**config.mk**
```make
export PLATFORM = sky130hd
export DESIGN_NAME = fifo_msg_deframer_flat
export DESIGN_NICKNAME = d
export VERILOG_FILES = /design/src/rtl/hft_msg_pkg.sv /design/src/rtl/fifo_msg_deframer_if.sv /design/src/rtl/hft_stream_fifo_buf.sv /design/src/rtl/fifo_msg_deframer.sv /design/src/flat_wrapper.sv
export SDC_FILE = /design/constraint.sdc
export NUM_CORES = 1
export LEC_CHECK = 0
export ABC_CLOCK_PERIOD_IN_PS = 6100
export CAP_MARGIN = 0
export CORE_MARGIN = 3
export CORE_UTILIZATION = 35
export DETAILED_ROUTE_END_ITERATION = 12
export PLACE_DENSITY_LB_ADDON = 0.08
export SYNTH_ARGS = -nofsm -noshare
export SYNTH_HDL_FRONTEND = slang
export SYNTH_SLANG_ARGS = --single-unit
```
**constraint.sdc**
```tcl
create_clock -name rd_clk -period 6.1 [get_ports rd_clk]
set_input_delay 1.22 -clock rd_clk [delete_from_list [all_inputs] [get_ports rd_clk]]
set_output_delay 1.22 -clock rd_clk [all_outputs]
set_load 0.01 [all_outputs]
```
**src/rtl/hft_msg_pkg.sv**
```systemverilog
// Shared header layout and state/type encodings for the message deframer.
package hft_msg_pkg;

    localparam int unsigned TYPE_MSB = 15;
    localparam int unsigned TYPE_LSB = 12;
    localparam int unsigned LEN_MSB  = 11;
    localparam int unsigned LEN_LSB  = 0;
    localparam int unsigned TYPE_W   = TYPE_MSB - TYPE_LSB + 1;
    localparam int unsigned LEN_W    = LEN_MSB - LEN_LSB + 1;

    typedef enum logic [TYPE_W-1:0] {
        MSG_NONE   = 4'h0,
        MSG_ADD    = 4'h1,
        MSG_MODIFY = 4'h2,
        MSG_CANCEL = 4'h3,
        MSG_EXEC   = 4'h4,
        MSG_TRADE  = 4'h5
    } msg_type_t;

    typedef enum logic [1:0] {
        HDR  = 2'd0,
        PAY  = 2'd1,
        DROP = 2'd2
    } deframer_state_t;

endpackage

```
**src/rtl/fifo_msg_deframer_if.sv**
```systemverilog
// FIFO read port plus output payload stream of the deframer.
interface fifo_msg_deframer_if #(
    parameter int unsigned DATA_W = 16
) ();

    logic [DATA_W-1:0] fifo_rd_data;
    logic              fifo_rd_empty;
    logic              fifo_rd_en;
    logic              out_valid;
    logic              out_ready;
    logic [DATA_W-1:0] out_data;
    logic              out_sop;
    logic              out_eop;
    logic [3:0]        out_type;

    modport master (
        input  fifo_rd_data, fifo_rd_empty, out_ready,
        output fifo_rd_en, out_valid, out_data, out_sop, out_eop, out_type
    );

    modport slave (
        output fifo_rd_data, fifo_rd_empty, out_ready,
        input  fifo_rd_en, out_valid, out_data, out_sop, out_eop, out_type
    );

endinterface

```
**src/rtl/hft_stream_fifo_buf.sv**
```systemverilog
// Small synchronous FIFO with occupancy; head entry is presented directly from storage.
module hft_stream_fifo_buf #(
    parameter int unsigned WIDTH = 22,
    parameter int unsigned DEPTH = 4
) (
    input  logic                     clk_i,
    input  logic                     rst_ni,
    input  logic                     push_i,
    input  logic [WIDTH-1:0]         push_data_i,
    input  logic                     pop_i,
    output logic [WIDTH-1:0]         head_o,
    output logic [$clog2(DEPTH):0]   occ_o
);
    localparam int unsigned AW = $clog2(DEPTH);

    logic [WIDTH-1:0] mem_q [DEPTH];
    logic [AW-1:0]    wr_ptr_q;
    logic [AW-1:0]    rd_ptr_q;
    logic [AW:0]      occ_q;

    // Pointers wrap naturally, so DEPTH must be a power of two.
    always_ff @(posedge clk_i or negedge rst_ni) begin
        if (!rst_ni) begin
            for (int unsigned i = 0; i < DEPTH; i++) begin
                mem_q[i] <= '0;
            end
            wr_ptr_q <= '0;
            rd_ptr_q <= '0;
            occ_q    <= '0;
        end else begin
            if (push_i) begin
                mem_q[wr_ptr_q] <= push_data_i;
                wr_ptr_q        <= wr_ptr_q + AW'(1);
            end
            if (pop_i) begin
                rd_ptr_q <= rd_ptr_q + AW'(1);
            end
            occ_q <= occ_q + (AW+1)'(push_i) - (AW+1)'(pop_i);
        end
    end

    assign head_o = mem_q[rd_ptr_q];
    assign occ_o  = occ_q;

endmodule

```
**src/rtl/fifo_msg_deframer.sv**
```systemverilog
// Pops 16-bit words from the async FIFO read port and splits them into length-framed
// payload beats; malformed headers are counted and their frames dropped.
module fifo_msg_deframer
    import hft_msg_pkg::*;
#(
    parameter int unsigned DATA_W  = 16,
    parameter int unsigned MAX_LEN = 32,
    parameter int unsigned CNT_W   = 16
) (
    input  logic                rd_clk,
    input  logic                rd_rst_n,
    fifo_msg_deframer_if.master bus,
    output logic [CNT_W-1:0]    msg_cnt,
    output logic [CNT_W-1:0]    err_cnt
);
    localparam int unsigned DEPTH = 4;
    localparam int unsigned OCC_W = $clog2(DEPTH) + 1;
    localparam int unsigned ENT_W = DATA_W + TYPE_W + 2;
    localparam logic [LEN_W-1:0] MAX_LEN_L = LEN_W'(MAX_LEN);

    deframer_state_t   state_q;
    logic [LEN_W-1:0]  rem_q;
    logic [TYPE_W-1:0] type_q;
    logic              first_q;
    logic              inflight_q;
    logic [CNT_W-1:0]  msg_cnt_q;
    logic [CNT_W-1:0]  err_cnt_q;

    logic [OCC_W-1:0]  occ;
    logic [OCC_W:0]    level_d;
    logic [ENT_W-1:0]  push_ent;
    logic [ENT_W-1:0]  head_ent;
    logic              push;
    logic              pop;
    logic              credit;
    logic              err_hit;
    logic [TYPE_W-1:0] hdr_type;
    logic [LEN_W-1:0]  hdr_len;

    assign hdr_type = bus.fifo_rd_data[TYPE_MSB:TYPE_LSB];
    assign hdr_len  = bus.fifo_rd_data[LEN_MSB:LEN_LSB];

    // Every in-flight word reserves a buffer slot, even if it turns out to be a header.
    assign pop     = bus.out_valid && bus.out_ready;
    assign level_d = (OCC_W+1)'(occ) - (OCC_W+1)'(pop) + (OCC_W+1)'(inflight_q);
    assign credit  = level_d < (OCC_W+1)'(DEPTH);
    assign bus.fifo_rd_en = rd_rst_n && !bus.fifo_rd_empty && credit;

    assign push     = inflight_q && (state_q == PAY);
    assign push_ent = {type_q, first_q, rem_q == LEN_W'(1), bus.fifo_rd_data};
    assign err_hit  = inflight_q && (state_q == HDR) &&
                      ((hdr_len == '0) || (hdr_len > MAX_LEN_L));

    always_ff @(posedge rd_clk or negedge rd_rst_n) begin
        if (!rd_rst_n) begin
            state_q    <= HDR;
            rem_q      <= '0;
            type_q     <= '0;
            first_q    <= 1'b0;
            inflight_q <= 1'b0;
            msg_cnt_q  <= '0;
            err_cnt_q  <= '0;
        end else begin
            inflight_q <= bus.fifo_rd_en;
            if (inflight_q) begin
                unique case (state_q)
                    HDR: begin
                        if (hdr_len > MAX_LEN_L) begin
                            rem_q   <= hdr_len;
                            state_q <= DROP;
                        end else if (hdr_len != '0) begin
                            type_q  <= hdr_type;
                            rem_q   <= hdr_len;
                            first_q <= 1'b1;
                            state_q <= PAY;
                        end
                    end
                    PAY: begin
                        first_q <= 1'b0;
                        rem_q   <= rem_q - LEN_W'(1);
                        if (rem_q == LEN_W'(1)) state_q <= HDR;
                    end
                    DROP: begin
                        rem_q <= rem_q - LEN_W'(1);
                        if (rem_q == LEN_W'(1)) state_q <= HDR;
                    end
                    default: state_q <= HDR;
                endcase
            end
            if (pop && bus.out_eop && (msg_cnt_q != '1)) msg_cnt_q <= msg_cnt_q + CNT_W'(1);
            if (err_hit && (err_cnt_q != '1)) err_cnt_q <= err_cnt_q + CNT_W'(1);
        end
    end

    hft_stream_fifo_buf #(
        .WIDTH (ENT_W),
        .DEPTH (DEPTH)
    ) u_buf (
        .clk_i       (rd_clk),
        .rst_ni      (rd_rst_n),
        .push_i      (push),
        .push_data_i (push_ent),
        .pop_i       (pop),
        .head_o      (head_ent),
        .occ_o       (occ)
    );

    assign bus.out_valid = (occ != '0);
    assign {bus.out_type, bus.out_sop, bus.out_eop, bus.out_data} = head_ent;
    assign msg_cnt = msg_cnt_q;
    assign err_cnt = err_cnt_q;

endmodule

```
**src/flat_wrapper.sv**
```systemverilog
// flat-port wrapper written by rule: the top's interface ports become plain ports
module fifo_msg_deframer_flat import hft_msg_pkg::*;
#(
    parameter int unsigned DATA_W  = 16,
    parameter int unsigned MAX_LEN = 32,
    parameter int unsigned CNT_W   = 16
)
  (rd_clk, rd_rst_n, msg_cnt, err_cnt, bus_fifo_rd_data, bus_fifo_rd_empty, bus_out_ready, bus_fifo_rd_en, bus_out_valid, bus_out_data, bus_out_sop, bus_out_eop, bus_out_type);
  fifo_msg_deframer_if #(.DATA_W(DATA_W)) bus_i ();
  input  logic rd_clk;
  input  logic rd_rst_n;
  output logic [CNT_W-1:0] msg_cnt;
  output logic [CNT_W-1:0] err_cnt;
  input wire logic [$bits(bus_i.fifo_rd_data)-1:0] bus_fifo_rd_data;
  input wire logic [$bits(bus_i.fifo_rd_empty)-1:0] bus_fifo_rd_empty;
  input wire logic [$bits(bus_i.out_ready)-1:0] bus_out_ready;
  output wire logic [$bits(bus_i.fifo_rd_en)-1:0] bus_fifo_rd_en;
  output wire logic [$bits(bus_i.out_valid)-1:0] bus_out_valid;
  output wire logic [$bits(bus_i.out_data)-1:0] bus_out_data;
  output wire logic [$bits(bus_i.out_sop)-1:0] bus_out_sop;
  output wire logic [$bits(bus_i.out_eop)-1:0] bus_out_eop;
  output wire logic [$bits(bus_i.out_type)-1:0] bus_out_type;
  assign bus_i.fifo_rd_data = bus_fifo_rd_data;
  assign bus_i.fifo_rd_empty = bus_fifo_rd_empty;
  assign bus_i.out_ready = bus_out_ready;
  assign bus_fifo_rd_en = bus_i.fifo_rd_en;
  assign bus_out_valid = bus_i.out_valid;
  assign bus_out_data = bus_i.out_data;
  assign bus_out_sop = bus_i.out_sop;
  assign bus_out_eop = bus_i.out_eop;
  assign bus_out_type = bus_i.out_type;
  fifo_msg_deframer #(.DATA_W(DATA_W), .MAX_LEN(MAX_LEN), .CNT_W(CNT_W)) u_core (.rd_clk(rd_clk), .rd_rst_n(rd_rst_n), .bus(bus_i), .msg_cnt(msg_cnt), .err_cnt(err_cnt));
endmodule
```
==> results.py <==
metrics = {
    "outcome": {
        "status": "complete, no violations",
    },
    "pwr": {
        "combPwrFrac_pct": 29.9,
        "ir_drop_v": 0.000222,
        "p_seq_share_pct": 36.7,
        "power_switching_mw": 1.10,
        "power.clock.fraction_pct": 33.4,
        "leakagePower_nw": 3.62,
        "p_total_mw": 3.64,
        "power_density_nw_per_um2": 419,
        "swShare_pct": 30.1,
        "p_int_mw": 2.54,
    },
    "worst_setup_path": {
        "cp-startpoint": "bus_out_ready",
        "worst-path-max-fanout": 6,
        "worstPathRequired_ns": 4.88,
        "reg2reg_slack_ns": 3.77,
        "reg2reg_from": "u_core.err_cnt[0]",
        "r2r_end": "u_core.err_cnt[8]",
        "cp_slowest_cell": "clkdlybuf4s50_1",
        "crit_chain": "clkdlybuf4s50_1 > o31a_1 > ha_1 > inv_1 > ha_1 > nand2_1 > nor2_1 > a2111o_1 > o21ai_0 > and3b_1 > clkdlybuf4s50_1",
        "max_stage_delay_ns": 0.54,
        "critPathCaptureType": "output pin",
        "r2r_cells": 6,
        "critPathKind": "in -> out",
        "crit_arrival_ns": 3.63,
        "critPathLaunchType": "primary input",
    },
    "global_routing": {
        "track_usage_pct": 15.3,
        "grt_max_degree": 82,
        "first_global_vias": 4877,
        "grt_pass1_wl_mm": 26.5,
        "overflow": 0,
        "antenna_found_initial": 0,
    },
    "place": {
        "place_congestion": 0.746,
        "post_dp_cell_area_um2": 8000,
        "io_buffers": 75,
        "dp_cells": 866,
        "dp_hpwl_mm": 10.3,
    },
    "cts": {
        "post-cts-setup-buffers": 0,
        "cts-root-buf": "clkbuf_16",
        "cts_made_buffers": 17,
        "htreeDepth": 4,
        "tritoncts": "done",
        "cts_buffer_depth": 2,
        "clk_pin_slew_ns": 0.06,
        "ctsHoldBuffers": 0,
        "cts_resized": 0,
        "clock_sinks": 147,
        "clkLatencyLatePin_ns": 0.42,
    },
    "logic_synthesis": {
        "yosysSeqAreaShare_pct": 52.8,
        "synth.most_common_cell": "dfrtp_1",
        "synthTopCellsByCount": "dfrtp_1, mux2_2, nand2_1",
        "syn_area_um2": 6970,
        "synth_top_area_share_pct": 52.8,
        "syn-num-nets": 585,
        "ys_warn_count": 0,
        "synth_largest_area_cell": "dfrtp_1",
        "async_reset_ff_share_pct": 100,
        "synthFlopType": "dfrtp_1",
        "ys_seq_elements": 147,
        "synth_area_leaders": "dfrtp_1, mux2_2, mux4_2",
        "syn_avg_cell_area_um2": 12.7,
        "syn_inst": 549,
        "yosysUniqueCellTypes": 53,
        "synth_edf_count": 0,
    },
    "detailed_routing": {
        "drt.antenna.violating_nets": 0,
        "viasPerCell": 5.17,
        "drt_iter0_drc": 174,
        "drc": 0,
        "wl_per_cell_um": 17.5,
        "vias": 4642,
        "first_pass_iters": 4,
        "wl_mm": 15.7,
    },
    "sta": {
        "tightest_slew_ns": 1.05,
        "finalCritPeriodShare_pct": 79.4,
        "rsz0062_at_grt": "false",
        "hold_violations": 0,
        "maxSlewViolCount": 0,
        "fmax_ghz": 0.206,
        "clock_skew_ns": 0.00788,
        "setup_viol": 0,
        "finalCriticalPeriod_ns": 4.85,
        "slew_headroom_pct": 29.9,
        "setup_tns_ns": 0,
    },
    "floorplanning": {
        "rows": 50,
        "core_um2": 19100,
        "die_area_um2": 21600,
        "start_util_pct": 36.4,
        "die_h_um": 147,
        "fp.dieW_um": 147,
        "num_io_pins": 76,
    },
    "hold_path": {
        "hp-start": "u_core.u_buf.mem_q[39]",
        "hold_class": "reg -> reg",
        "hold_path_depth": 2,
        "min_delay_worst_endpoint": "u_core.u_buf.mem_q[39]",
    },
    "final_layout": {
        "fin_util_pct": 45.4,
        "drive_gt1_share_pct": 23.8,
        "fin_nets": 661,
        "insertedDiodeCount": 0,
        "synthToLayoutAreaGrowth_pct": 24.7,
        "fin_area_um2": 8690,
        "stdcell_count": 898,
        "fillerInstances": 1788,
    },
    "job": {
        "maxCapViolCount": 0,
    },
}
==> routing by layer <==
layer  up-vias  routed length, µm  GRT usage (%)
li1       2152                  -              -
met1      2381               7530           21.2
met2        90               7460           24.3
met3        19                537           3.05
met4         0                196           4.75
met5         -                  0              0
==> critical path, delay by kind of cell <==
family | cells | cell delay, ns
buffers and inverters | 3 | 1.04
adder cells (fa/ha/maj) | 2 | 0.46
AO/OA/AOI/OAI | 3 | 0.60
AND/OR/NAND/NOR | 3 | 0.29
==> cell families (layout without fill, tap and decap cells) <==
kind of cell | after synthesis | in the layout | share of synthesized area, %
fa+ha+maj | 16 | 16 | 2.98
compound gates | 58 | 58 | 5.53
mux | 112 | 112 | 21.6
xor+xnor | 32 | 32 | 4.02
simple gates | 145 | 145 | 10.8
flops | 147 | 147 | 52.8
buf+inv | 39 | 128 | 2.26
==> metrics by stage <==
step	worst slack, ns	hold WS (ns)
after global placement	1.27	0.458
after global routing	1.10	0.502
after detailed placement	1.22	0.468
final	1.25	0.477
after CTS	1.22	0.482
after floorplan	2.33	0.445
==> power by group through the flow <==
| stage | clock network (mW) | logic, mW | registers [mW] |
|---|---|---|---|
| final | 1.22 | 1.09 | 1.33 |
| after CTS | 1.24 | 1.11 | 1.34 |
| after global routing | 1.29 | 1.21 | 1.37 |
| after detailed placement | 0 | 1.11 | 1.35 |
| after global placement | 0 | 1.08 | 1.34 |
| after floorplan | 0 | 0.734 | 1.30 |
==> sequential cells by signal, summed over array words and instances (netlist names) <==
| name | count |
|---|---|
| u_core.u_buf.rd_ptr_q | 2 |
| u_core.u_buf.occ_o | 3 |
| u_core.inflight_q | 1 |
| u_core.type_q | 4 |
| u_core.msg_cnt | 16 |
| u_core.state_q | 2 |
| u_core.u_buf.wr_ptr_q | 2 |
| u_core.u_buf.mem_q | 88 |
| u_core.first_q | 1 |
| u_core.err_cnt | 16 |
| u_core.rem_q | 12 |
==> how the worst max path moves through the flow <==
| stage | endpoint | slack (ns) |
|---|---|---|
| after global routing | bus_fifo_rd_en | 1.10 |
| after floorplan | bus_fifo_rd_en | 2.33 |
| after CTS | bus_fifo_rd_en | 1.22 |
| final | bus_fifo_rd_en | 1.25 |
| after detailed placement | bus_fifo_rd_en | 1.22 |
| after global placement | bus_fifo_rd_en | 1.27 |
==> final cells by class <==
cell class	count	area [µm²]	area share, %
Multi-Input combinational cell	363	3150	36.3
Inverter	17	63.8	0.735
Clock buffer	18	439	5.06
Tap cell	260	325	3.74
Clock inverter	14	249	2.87
Sequential cell	147	3680	42.3
Timing Repair Buffer	79	782	9.00
==> cells in the final DEF, fill, tap and decap left out, drive strengths merged, types with 15 or more instances in the layout <==
cell,synthesis,routed
dfrtp,147,147
mux2,88,88
clkdlybuf4s50,0,74
nand2,47,47
mux4,22,22
o21ai,21,21
nor2,20,20
inv,17,20
xnor2,18,18
clkbuf,17,18
nand3,18,18
ha,15,15
(Power assumes the default switching activity.)
